[src/rtl/strobe_arbiter_if.sv]
// Request/grant/strobe bundle between requesters and the shared-strobe arbiter.
// slave is the arbiter side; master is the requester side.
interface strobe_arbiter_if #(
  parameter int unsigned NREQ  = 4,
  parameter int unsigned WIDTH = 8
) ();
  logic [NREQ-1:0]       req;
  logic [NREQ*WIDTH-1:0] din;
  logic [NREQ-1:0]       gnt;
  logic [NREQ-1:0]       ack;
  logic [WIDTH-1:0]      dout;
  logic                  strobe_en;
  logic                  busy;

  modport master (
    output req, din,
    input  gnt, ack, dout, strobe_en, busy
  );

  modport slave (
    input  req, din,
    output gnt, ack, dout, strobe_en, busy
  );
endinterface

[src/rtl/strobe_arbiter.sv]
// Round-robin arbiter sharing one edge-gated write strobe among NREQ requesters.
// Each transfer walks GRANT (setup), STROBE (pulse enable), ACK (hold) and RELEASE.
module strobe_arbiter #(
  parameter int unsigned NREQ  = 4,
  parameter int unsigned WIDTH = 8
) (
  input logic             clk,
  input logic             rst,
  strobe_arbiter_if.slave bus
);
  localparam int unsigned IW = (NREQ > 1) ? $clog2(NREQ) : 1;
  localparam int unsigned PW = IW + 1;

  typedef enum logic [2:0] {StIdle, StGrant, StStrobe, StAck, StRelease} state_e;

  state_e           r_state, w_state_d;
  logic [IW-1:0]    r_ptr, w_ptr_d;
  logic [IW-1:0]    r_idx, w_idx_d;
  logic [NREQ-1:0]  r_gnt, w_gnt_d;
  logic [NREQ-1:0]  r_ack, w_ack_d;
  logic [WIDTH-1:0] r_dout, w_dout_d;
  logic             r_strobe_en, w_strobe_en_d;
  logic             r_busy, w_busy_d;

  logic             w_found;
  logic [IW-1:0]    w_pick;
  logic [PW-1:0]    w_pos;
  logic [IW-1:0]    w_cand;

  // Scan ptr, ptr+1, ... modulo NREQ; the first asserted request wins.
  always_comb begin
    w_found = 1'b0;
    w_pick  = r_ptr;
    w_pos   = '0;
    w_cand  = '0;
    for (int k = 0; k < int'(NREQ); k++) begin
      w_pos = PW'(r_ptr) + PW'(k);
      if (w_pos >= PW'(NREQ)) begin
        w_pos = w_pos - PW'(NREQ);
      end
      w_cand = w_pos[IW-1:0];
      if (!w_found && bus.req[w_cand]) begin
        w_found = 1'b1;
        w_pick  = w_cand;
      end
    end
  end

  always_comb begin
    w_state_d     = r_state;
    w_ptr_d       = r_ptr;
    w_idx_d       = r_idx;
    w_gnt_d       = r_gnt;
    w_ack_d       = '0;
    w_dout_d      = r_dout;
    w_strobe_en_d = 1'b0;
    unique case (r_state)
      StIdle: begin
        w_gnt_d = '0;
        if (w_found) begin
          w_state_d        = StGrant;
          w_idx_d          = w_pick;
          w_gnt_d[w_pick]  = 1'b1;
          w_dout_d         = bus.din[int'(w_pick)*WIDTH +: WIDTH];
        end
      end
      StGrant: begin
        w_state_d     = StStrobe;
        w_strobe_en_d = 1'b1;
      end
      StStrobe: begin
        w_state_d = StAck;
        w_ack_d   = r_gnt;
      end
      StAck: begin
        w_state_d = StRelease;
        w_gnt_d   = '0;
        w_ptr_d   = (r_idx == IW'(NREQ - 1)) ? '0 : r_idx + 1'b1;
      end
      StRelease: begin
        // Holding off re-arbitration until the winner drops req prevents a double strobe.
        if (!bus.req[r_idx]) begin
          w_state_d = StIdle;
        end
      end
      default: begin
        w_state_d = StIdle;
      end
    endcase
    w_busy_d = (w_state_d != StIdle);
  end

  always_ff @(posedge clk) begin
    if (rst) begin
      r_state     <= StIdle;
      r_ptr       <= '0;
      r_idx       <= '0;
      r_gnt       <= '0;
      r_ack       <= '0;
      r_dout      <= '0;
      r_strobe_en <= 1'b0;
      r_busy      <= 1'b0;
    end else begin
      r_state     <= w_state_d;
      r_ptr       <= w_ptr_d;
      r_idx       <= w_idx_d;
      r_gnt       <= w_gnt_d;
      r_ack       <= w_ack_d;
      r_dout      <= w_dout_d;
      r_strobe_en <= w_strobe_en_d;
      r_busy      <= w_busy_d;
    end
  end

  assign bus.gnt       = r_gnt;
  assign bus.ack       = r_ack;
  assign bus.dout      = r_dout;
  assign bus.strobe_en = r_strobe_en;
  assign bus.busy      = r_busy;
endmodule

[src/flat_wrapper.sv]
// flat-port wrapper written by rule: the top's interface ports become plain ports
module strobe_arbiter_flat 
#(
  parameter int unsigned NREQ  = 4,
  parameter int unsigned WIDTH = 8
)
  (clk, rst, bus_req, bus_din, bus_gnt, bus_ack, bus_dout, bus_strobe_en, bus_busy);
  strobe_arbiter_if #(.NREQ(NREQ), .WIDTH(WIDTH)) bus_i ();
  input logic clk;
  input logic rst;
  input wire logic [$bits(bus_i.req)-1:0] bus_req;
  input wire logic [$bits(bus_i.din)-1:0] bus_din;
  output wire logic [$bits(bus_i.gnt)-1:0] bus_gnt;
  output wire logic [$bits(bus_i.ack)-1:0] bus_ack;
  output wire logic [$bits(bus_i.dout)-1:0] bus_dout;
  output wire logic [$bits(bus_i.strobe_en)-1:0] bus_strobe_en;
  output wire logic [$bits(bus_i.busy)-1:0] bus_busy;
  assign bus_i.req = bus_req;
  assign bus_i.din = bus_din;
  assign bus_gnt = bus_i.gnt;
  assign bus_ack = bus_i.ack;
  assign bus_dout = bus_i.dout;
  assign bus_strobe_en = bus_i.strobe_en;
  assign bus_busy = bus_i.busy;
  strobe_arbiter #(.NREQ(NREQ), .WIDTH(WIDTH)) u_core (.clk(clk), .rst(rst), .bus(bus_i));
endmodule
[config.mk]
export PLATFORM = sky130hd
export DESIGN_NAME = strobe_arbiter_flat
export DESIGN_NICKNAME = d
export VERILOG_FILES = /design/src/rtl/strobe_arbiter_if.sv /design/src/rtl/strobe_arbiter.sv /design/src/flat_wrapper.sv
export SDC_FILE = /design/constraint.sdc
export NUM_CORES = 1
export LEC_CHECK = 0
export ABC_CLOCK_PERIOD_IN_PS = 2290
export BUFFER_PORTS_ARGS = -buffer_cell sky130_fd_sc_hd__buf_4
export CAP_MARGIN = 20
export CORE_MARGIN = 3
export CORE_UTILIZATION = 39
export CTS_BUF_LIST = sky130_fd_sc_hd__clkbuf_8
export DETAILED_ROUTE_END_ITERATION = 6
export HOLD_SLACK_MARGIN = 0.03
export PLACE_DENSITY = 0.74
export RECOVER_POWER = 25
export SYNTH_ARGS = -nofsm -noshare
export SYNTH_HDL_FRONTEND = slang
export SYNTH_SLANG_ARGS = --single-unit
[constraint.sdc]
create_clock -name clk -period 2.29 [get_ports clk]
set_clock_uncertainty 0.2 [all_clocks]
set_input_delay 0.1145 -clock clk [delete_from_list [all_inputs] [get_ports clk]]
set_output_delay 0.1145 -clock clk [all_outputs]
set_load 0.02 [all_outputs]
Word level (Yosys, flattened, before mapping)
Cells that the tools add are included.
{"block": "classes", "n_shift": 1, "n_eq_ne": 5, "n_mul": 0, "n_div": 0, "reduce_logical": 12, "n_lt_le_gt_ge": 11, "bitwise": 1, "n_addsub": 8, "muxes": 31}
{"op": "32-bit by 6-bit variable part select with 8-bit output", "n": 1}
{"op": "2-bit by 3-bit less-than comparator with 1-bit output, second input constant", "n": 6}
{"op": "2-bit two-way mux", "n": 9}
{"op": "3-bit one-hot mux with 5 select lines", "n": 1}
{"op": "1-bit two-way mux", "n": 11}
{"op": "1-bit binary-select mux with 2-bit select", "n": 5}
{"op": "3-bit >= comparator, second input constant", "n": 3}
{"op": "4-bit one-hot mux with 2 select lines", "n": 1}
{"op": "2-bit by 1-bit subtractor with 2-bit output, second input constant", "n": 4}
{"op": "2-bit by 2-bit adder with 3-bit output, second input constant", "n": 2}
{"op": "3-bit by 2-bit == test with 1-bit output, second input constant", "n": 2}
{"op": "3-bit two-way mux", "n": 2}
{"op": "1-bit logical AND", "n": 4}
{"op": "4-bit two-way mux", "n": 1}
{"op": "2-bit by 1-bit adder with 3-bit output, second input constant", "n": 1}
{"op": "3-bit by 1-bit == test with 1-bit output, second input constant", "n": 1}
{"op": "3-bit == test, second input constant", "n": 1}
{"op": "2-bit by 3-bit >= comparator with 1-bit output, second input constant", "n": 1}
{"op": "1-bit logical NOT", "n": 3}
{"op": "3-bit logical NOT", "n": 1}
{"op": "3-bit nonzero test", "n": 1}
{"op": "2-bit by 1-bit adder with 2-bit output, second input constant", "n": 1}
{"op": "1-bit demux with 2-bit select", "n": 1}
{"op": "2-bit == test, second input constant", "n": 1}
{"op": "5 further kinds", "n": 5}
{"block": "totals", "in_bits": 38, "latchBits": 0, "register_bits": 25, "word_cells": 77, "out_inout_bits": 18, "rom_bits": 0, "mem_count": 0, "mem_bits_rw": 0}

Longest topological paths before layout
Gate-level depths: netlist of run 1.
{"block": "logic_depth", "depth_word": 20, "mapped_depth": 7, "depth_no_buf": 5}

Worst setup path after synthesis of run 1
Ideal clock, no wire load.
{"block": "synth_timing", "path_kind": "register to register", "from": "register u_core.r_idx[0]", "to": "register u_core.r_busy (netlist: u_core.bus.busy)", "required_time_ns": 1.963, "arrival_time_ns": 1.406, "setup_ns": 0.127, "period_less_slack_ns": 1.733, "path_stages_with_launch": 5, "path_slack_ns": 0.557, "path_buffers": 0, "cell_sequence": "dfxtp_1 > mux4_1 > nand3_1 > a21oi_1 > or3_1"}
{"block": "synth_via", "elab_chain_len": 5}
{"element": "start, declared", "line_no": "strobe_arbiter.sv:18", "text": "logic [IW-1:0] r_idx, w_idx_d;"}
{"element": "start signal, assigned", "line_no": "strobe_arbiter.sv:106", "text": "r_idx <= w_idx_d;"}
{"element": "1-bit binary-select mux with 2-bit select", "line_no": "strobe_arbiter.sv:82", "text": "if (!bus.req[r_idx]) begin"}
{"element": "1-bit two-way mux (implied by the code)", "line_no": "strobe_arbiter.sv:82"}
{"element": "3-bit two-way mux", "line_no": "strobe_arbiter.sv:82"}
{"element": "3-bit one-hot mux with 5 select lines", "line_no": "strobe_arbiter.sv:57", "text": "unique case (r_state)"}
{"element": "3-bit nonzero test", "line_no": "strobe_arbiter.sv:90", "text": "w_busy_d = (w_state_d != StIdle);"}
{"element": "end signal, assigned", "line_no": "strobe_arbiter.sv:111", "text": "r_busy <= w_busy_d;"}
{"element": "end, declared", "line_no": "strobe_arbiter.sv:23", "text": "logic r_busy, w_busy_d;"}
No other way between the ends. The select of a mux whose other input is x is not followed.
A chain may end at the register's enable or synchronous reset.

Worst setup path after layout of run 1
{"block": "layout_timing", "from": "register u_core.r_ptr[1]", "to": "register u_core.r_dout[6] (netlist: u_core.bus.dout[6])"}
{"block": "layout_via", "elab_chain_len": 15, "word_cells_on_any_way": 39, "classes_between": "7 x add/sub; 4 x order compare; 1 x shift; 20 x mux; 7 x reduce/logical"}
{"element": "start, declared", "line_no": "strobe_arbiter.sv:17", "text": "logic [IW-1:0] r_ptr, w_ptr_d;"}
{"element": "start signal, assigned", "line_no": "strobe_arbiter.sv:105", "text": "r_ptr <= w_ptr_d;"}
{"element": "parallel branches: the longest is 15 deep, another holds 2-bit by 1-bit adder with 3-bit output"}
{"element": "end signal, assigned", "line_no": "strobe_arbiter.sv:109", "text": "r_dout <= w_dout_d;"}
{"element": "end, declared", "line_no": "strobe_arbiter.sv:21", "text": "logic [WIDTH-1:0] r_dout, w_dout_d;"}
Parallel ways; which one is timed is not known. The select of a mux whose other input is x is not followed.

==> summary.txt, run 1 <==
status -> finished clean
Rows -> 21
total negative slack -> 0 ns
reg-to-reg slack, setup -> 0.23 ns
CTS tree -> yes
total track usage -> 0.165
WL/cell -> 14.4 um
Starting Density -> 0.424
post-synthesis instance area -> 1470 um2
via/cell ratio -> 5.48
WL final -> 3.71 mm
CP Buf/Inv Count -> 0
worst ir drop on vdd -> 0.000279 V
reg2reg path depth -> 5
final hold violations -> 0
Layout Nets -> 252
FF-to-FF End -> u_core.bus.dout[6]
RSZ-0062 raised after global routing -> no
Reg clk slew, reported paths -> 0.09 ns
gp weighted congestion -> 0.849
H-tree depth -> 1
Synth area leader -> dfxtp_1
Overflow after GRT -> 0
top_reg_cell synth -> dfxtp_1
vias in the first global route -> 1,300
Worst EP arrival -> 2.01 ns
initial antenna violation count -> 0
cell breakdown of the critical path -> nand2_1 -> a31o_2 -> nor3_4 -> mux2i_1 -> o221ai_2
Synth warnings -> 0
WHS Endpoint -> u_core.bus.dout[2]
Syn Nets -> 194
reg2reg start -> u_core.r_ptr[1]
postcts setup bufs -> 0
Worst path top cell family by delay -> flip-flops
post-CTS resize count -> 0
max-slew violations -> 0
critical path fanouts, max -> 12
Hold Buf Count CTS -> 5
CP max stage cell -> dfxtp_1
Sink Count -> 25
core area -> 3470 um2
Power per Cell Area -> 589 nW/um2
Yosys top cell area share -> 0.341
full die area -> 4540 um2
CP Data Required Time -> 2.24 ns
crit start category -> flip-flop
Worst path max stage delay -> 0.56 ns
Worst Hold Class -> in -> reg
post-synthesis xor/xnor area fraction -> 0
largest net degree at the start of global routing -> 21
ant diodes -> 0
critical path depth in cells -> 5
Die Width -> 67.4 um
first-pass GRT wire length -> 5.86 mm
Clock Path Buffers -> 2
via count -> 1,413
DRC viols -> 0
Worst slew margin -> 0.675
DPL Wire Length -> 2.79 mm
Layout area overhead -> 31.9%
register bit count reported by yosys -> 25
min-delay src -> bus_din[10]
ranking of synthesized cells by area -> dfxtp_1, o31a_2, nor2_1
Max-Cap Viols -> 0
post-route cell area -> 1940 um2
minimum clock period after layout -> 2.06 ns
share of layout cells above drive strength 1 -> 0.354
Peak Freq -> 485 MHz
Post-DP Area -> 1880 um2
Async SR Flop Fraction -> 0
syn avg cell area -> 9.48 um2
Clock Latency Late Sink -> 0.26 ns
hold depth -> 3
complex-gate fraction of the synthesized area -> 0.305
P_leak -> 0.791 nW
Post-Synth Simple-Gate Area -> 0.242
IO Count -> 56
Tcrit/Tclk final -> 0.901
crit end category -> flip-flop
post-synthesis mux area share -> 0.0383
register area share after synthesis -> 0.341
worst slew pin tran -> 0.484 ns
kind of critical path -> reg -> reg
Synth Area in Adders -> 0.00852
Die Height -> 67.4 um
drt pass-1 iters -> 4
count of final setup violators -> 0
Root Buffer -> clkbuf_8
CTS Buf Count -> 3
main combinational cell family by area after synthesis -> compound AO/OA/AOI/OAI gates
IO buf count -> 55
Routed Antenna Nets -> 0
Synth cell types -> 50
Post-Synthesis Cells -> 155
number of synthesized flops with an enable pin -> 0
starting DRC count in detailed routing -> 61
cell type report:
type / count / area [um2]
Tap cell: 46 / 57.6
Inverter: 3 / 11.3
Fill cell: 347 / 1530
Timing Repair Buffer: 63 / 448
Clock inverter: 1 / 7.51
Clock buffer: 3 / 41.3
Multi-Input combinational cell: 117 / 872
Sequential cell: 25 / 500
per-layer routing:
metal,share of wire,global-route usage,vias up,wire length (um)
met5,0,0,-,0
met3,0.060,0.0300,2,224
met2,0.46,0.272,39,1700
met1,0.48,0.225,656,1770
li1,-,-,716,-
met4,0.0038,0.0304,0,14
worst max-delay path by stage:
stage	start	endpoint	slack (ns)
floorplan	u_core.r_idx[0]	u_core.bus.busy	0.56
global placement	u_core.r_ptr[1]	u_core.bus.dout[6]	0.32
detailed placement	u_core.r_ptr[1]	u_core.bus.dout[6]	0.25
CTS	u_core.r_ptr[1]	u_core.bus.dout[6]	0.24
global route	u_core.r_ptr[1]	u_core.bus.dout[6]	0.11
finish	u_core.r_ptr[1]	u_core.bus.dout[6]	0.23
worst reg2reg max path, cell delays in order, from the launching register on:
cell and delay (ns):
dfxtp_1 0.56, nand2_1 0.13, a31o_2 0.34, nor3_4 0.33
mux2i_1 0.27, o221ai_2 0.12
registers in the layout, summed over array words and instances (netlist names):
register and count:
u_core.bus.ack 4, u_core.bus.busy 1, u_core.bus.dout 8, u_core.bus.gnt 4, u_core.bus.strobe_en 1, u_core.r_idx 2, u_core.r_ptr 2, u_core.r_state 3
cell usage in the layout (no fill, tap or decap), types with 2 or more instances in the layout:
cell / count
clkbuf_8: 3
buf_4: 48
o21ai_1: 3
inv_1: 2
nor3_1: 3
a21oi_1: 6
clkbuf_1: 10
o21ai_0: 7
dfxtp_1: 25
nor4_2: 2
a22oi_1: 3
and3_1: 4
a221oi_1: 7
and4_1: 7
nor2_1: 17
nand2_1: 8
nand3b_1: 3
dlygate4sd3_1: 5
nor2b_2: 2
o31a_2: 7
o21bai_1: 2
a211oi_1: 7
mux2i_1: 3
metrics by stage:
step,setup WS (ns),power [W],hold slack (ns),utilization,instances
floorplan,0.557,0.000753,0.00348,-,155
global placement,0.324,0.000889,0.209,0.541,249
detailed placement,0.246,0.000893,0.217,0.541,249
CTS,0.242,0.00116,0.0430,0.570,258
global route,0.107,0.00120,0.0531,0.559,258
finish,0.228,0.00114,0.0392,0.559,258
synthesized netlist by cell type (all sizes together) (2+ instances only):
| master | n |
|---|---|
| nand3b | 3 |
| nor4 | 2 |
| and3 | 4 |
| o21ai | 10 |
| o21a | 2 |
| o31a | 7 |
| and4 | 7 |
| mux2i | 3 |
| buf | 4 |
| a21oi | 6 |
| o21bai | 2 |
| nor3 | 4 |
| inv | 3 |
| a22oi | 3 |
| nand2 | 8 |
| nor2b | 3 |
| o31ai | 2 |
| nor2 | 17 |
| a211oi | 7 |
| a221oi | 7 |
| dfxtp | 25 |
| clkbuf | 6 |
cells by family (layout without fill, tap and decap cells):
family          after synthesis  in the layout
fa+ha+maj                     1              1
simple gates                 56             56
buf+inv                      13             70
mux                           4              4
flops                        25             25
compound gates               56             56
power by group:
part,internal [W],switching [W],leakage [nW]
Sequential,0.000476,0.0000339,0.205
Combinational,0.000173,0.000194,0.564
Clock,0.000123,0.000142,0.0217
Total,0.000772,0.000370,0.791
(Power assumes the default switching activity.)
==> run 2: changes to the inputs <==
ABC_AREA = 1   (was unset)
CORE_UTILIZATION = 45   (was 39)
PLACE_DENSITY = 0.8   (was 0.74)
==> run 2 against run 1 <==
  * Utilization grew 8.7 points
  * Combinational power grew to 3.6 times the previous value
  * Synthesized area rose by 16%
  * Fmax is 0.80% lower
  * Wire length up 14%
  * First-iteration DRC count is 140% higher
  * Global-route usage rose by 3.3 points
  * Via count grew 29%
  * Count of clock-buffer cells in the layout unchanged
  * Worst hold slack got worse by 0.0085 ns
  * Synthesized cell count increased by 77%
  * Critical endpoint is now u_core.bus.dout[5]
  * Largest cell class unchanged
==> summary.txt, run 2 <==
combinational power share -> 0.588
starting DRC count in detailed routing -> 146
cell repeated most along the worst path -> nand2_1
IO Count -> 56
Power per Cell Area -> 1000 nW/um2
critical path fanouts, max -> 16
Top Metal Used -> met4
final worst slack -> 0.211 ns
Tot Pwr -> 0.00226 W
Worst EP arrival -> 2.06 ns
full die area -> 4560 um2
Async SR Flop Fraction -> 0
top_reg_cell synth -> dfxtp_1
sw power -> 0.00108 W
crit end category -> flip-flop
Met3 Wirelength -> 230 um
Die Width -> 67.5 um
Worst Hold Class -> in -> reg
P_leak -> 1.20 nW
worst slew pin tran -> 0.390 ns
Worst slew margin -> 0.739
post-synthesis instance area -> 1700 um2
clock power share -> 0.114
ant diodes -> 0
worst ir drop on vdd -> 0.000535 V
most common cell after layout, fill and taps aside -> nand2_1
number of synthesized flops with an enable pin -> 0
post-place setup slack -> 0.141 ns
Synth cell types -> 26
max-slew violations -> 0
status -> finished clean
Tcrit/Tclk final -> 0.908
Internal Power -> 0.00117 W
Worst path max stage delay -> 0.49 ns
via/cell ratio -> 4.74
Synth area leader -> dfxtp_1
Final Util -> 0.646
Die Height -> 67.5 um
core area -> 3490 um2
CP max stage cell -> dfxtp_1
minimum clock period after layout -> 2.08 ns
count leader, synth -> nand2_1
Layout Nets -> 378
Yosys top cell area share -> 0.294
Post-DP Area -> 2120 um2
wl on met1 -> 1.86 mm
max reg flops -> 8
Sink Count -> 25
Rows -> 21
most frequent cells in the layout -> nand2_1, buf_4, nand3_1
CP Data Required Time -> 2.27 ns
Overflow after GRT -> 0
syn avg cell area -> 6.22 um2
Max-Cap Viols -> 0
Sw Share -> 0.480
gp weighted congestion -> 0.820
Syn Nets -> 313
CTS Buf Count -> 3
drt pass-1 iters -> 4
Post-synth top cells -> nand2_1, nand3_1, nor2_1
largest net degree at the start of global routing -> 26
DRC viols -> 0
Routed Antenna Nets -> 0
first-pass GRT wire length -> 7.03 mm
DPL Wire Length -> 3.04 mm
Layout area overhead -> 32.5%
Starting Density -> 0.488
H-tree depth -> 1
IO buf count -> 55
sequential fraction of design power -> 0.299
Clock Path Buffers -> 2
ranking of synthesized cells by area -> dfxtp_1, nand2_1, nand3_1
cell breakdown of the critical path -> inv_2 -> nand2_2 -> nand2_4 -> nand2_2 -> nand2_4 -> nor2_4 -> nand4_4 -> buf_4 -> nand3_1 -> nand2_1 -> nand2_1 -> nand3_1 -> nand2_1 -> inv_1
share of layout cells above drive strength 1 -> 0.281
RSZ-0062 raised after global routing -> no
total negative slack -> 0 ns
Synth warnings -> 0
via count -> 1,819
register bit count reported by yosys -> 25
CTS tree -> yes
Reg clk slew, reported paths -> 0.08 ns
count of final setup violators -> 0
met2 WL -> 2.08 mm
initial antenna violation count -> 0
Post-Synthesis Cells -> 274
final hold violations -> 0
vias in the first global route -> 1,678
WL final -> 4.22 mm
Peak Freq -> 481 MHz
crit start category -> flip-flop
total track usage -> 0.198
post-route cell area -> 2260 um2
register area share after synthesis -> 0.294
WL/cell -> 11.0 um
Clock Latency Late Sink -> 0.27 ns
kind of critical path -> reg -> reg
Root Buffer -> clkbuf_8
==> run 2: cell count changes after synthesis, moves of 12 or more <==
cell     before  now
inv_1         2   28
nor2_1       17   29
nand2_2       0   24
nand3_1       1   35
nand2_1       8   89
==> run 2: critical path: cells and delay by family, from the launching register on <==
family,cells,cell delay [ns]
buffers and inverters,3,0.39
flip-flops,1,0.49
AND/OR/NAND/NOR,11,0.90
==> run 2: logic make-up after synthesis <==
| family | Yosys count | synth area share |
|---|---|---|
| flops | 25 | 0.294 |
| fa+ha+maj | 1 | 0.00734 |
| simple gates | 189 | 0.526 |
| compound gates | 17 | 0.0536 |
| buf+inv | 42 | 0.120 |
==> run 2: power groups by stage <==
stage / clock (W) / combinational (W) / sequential, W
final: 0.000257 / 0.00133 / 0.000674
after global routing: 0.000284 / 0.00150 / 0.000692
after CTS: 0.000265 / 0.00133 / 0.000670
after detailed placement: 0 / 0.00131 / 0.000678
after global placement: 0 / 0.00130 / 0.000675
after floorplan: 0 / 0.000918 / 0.000775
==> run 2: stage by stage <==
step,hold WS (ns),instances
finish,0.0308,384
global route,0.0574,384
CTS,0.0324,382
detailed placement,0.232,369
global placement,0.229,369
floorplan,0.185,274
==> run 2: worst paths after layout <==
path                      from                  to  slack (ns)  depth (start not counted)
min reg2reg  u_core.bus.gnt[1]   u_core.bus.ack[1]        0.25                          2
min                 bus_din[3]  u_core.bus.dout[3]        0.03                          7
max reg2reg    u_core.r_ptr[1]  u_core.bus.dout[5]        0.21                         14
max            u_core.r_ptr[1]  u_core.bus.dout[5]        0.21                         14
==> run 2: timing repair <==
item,4_1_cts,5_1_grt
endpoints found under the setup margin,0,12
buffers inserted,0,2
hold buffers,9,0
hold endpoints to repair,16,0
gates resized for setup,0,5
==> run 2: metal layers <==
metal  vias up  track usage
li1        976            -
met1       794        0.246
met2        44        0.339
met3         5       0.0416
met4         0       0.0633
met5         -            0
==> run 2: area by class of cell <==
| class | instances | area, um2 |
|---|---|---|
| Inverter | 32 | 123 |
| Clock buffer | 3 | 41.3 |
| Clock inverter | 1 | 5.00 |
| Multi-Input combinational cell | 207 | 1010 |
| Tap cell | 46 | 57.6 |
| Fill cell | 344 | 1240 |
| Sequential cell | 25 | 502 |
| Timing Repair Buffer | 70 | 518 |
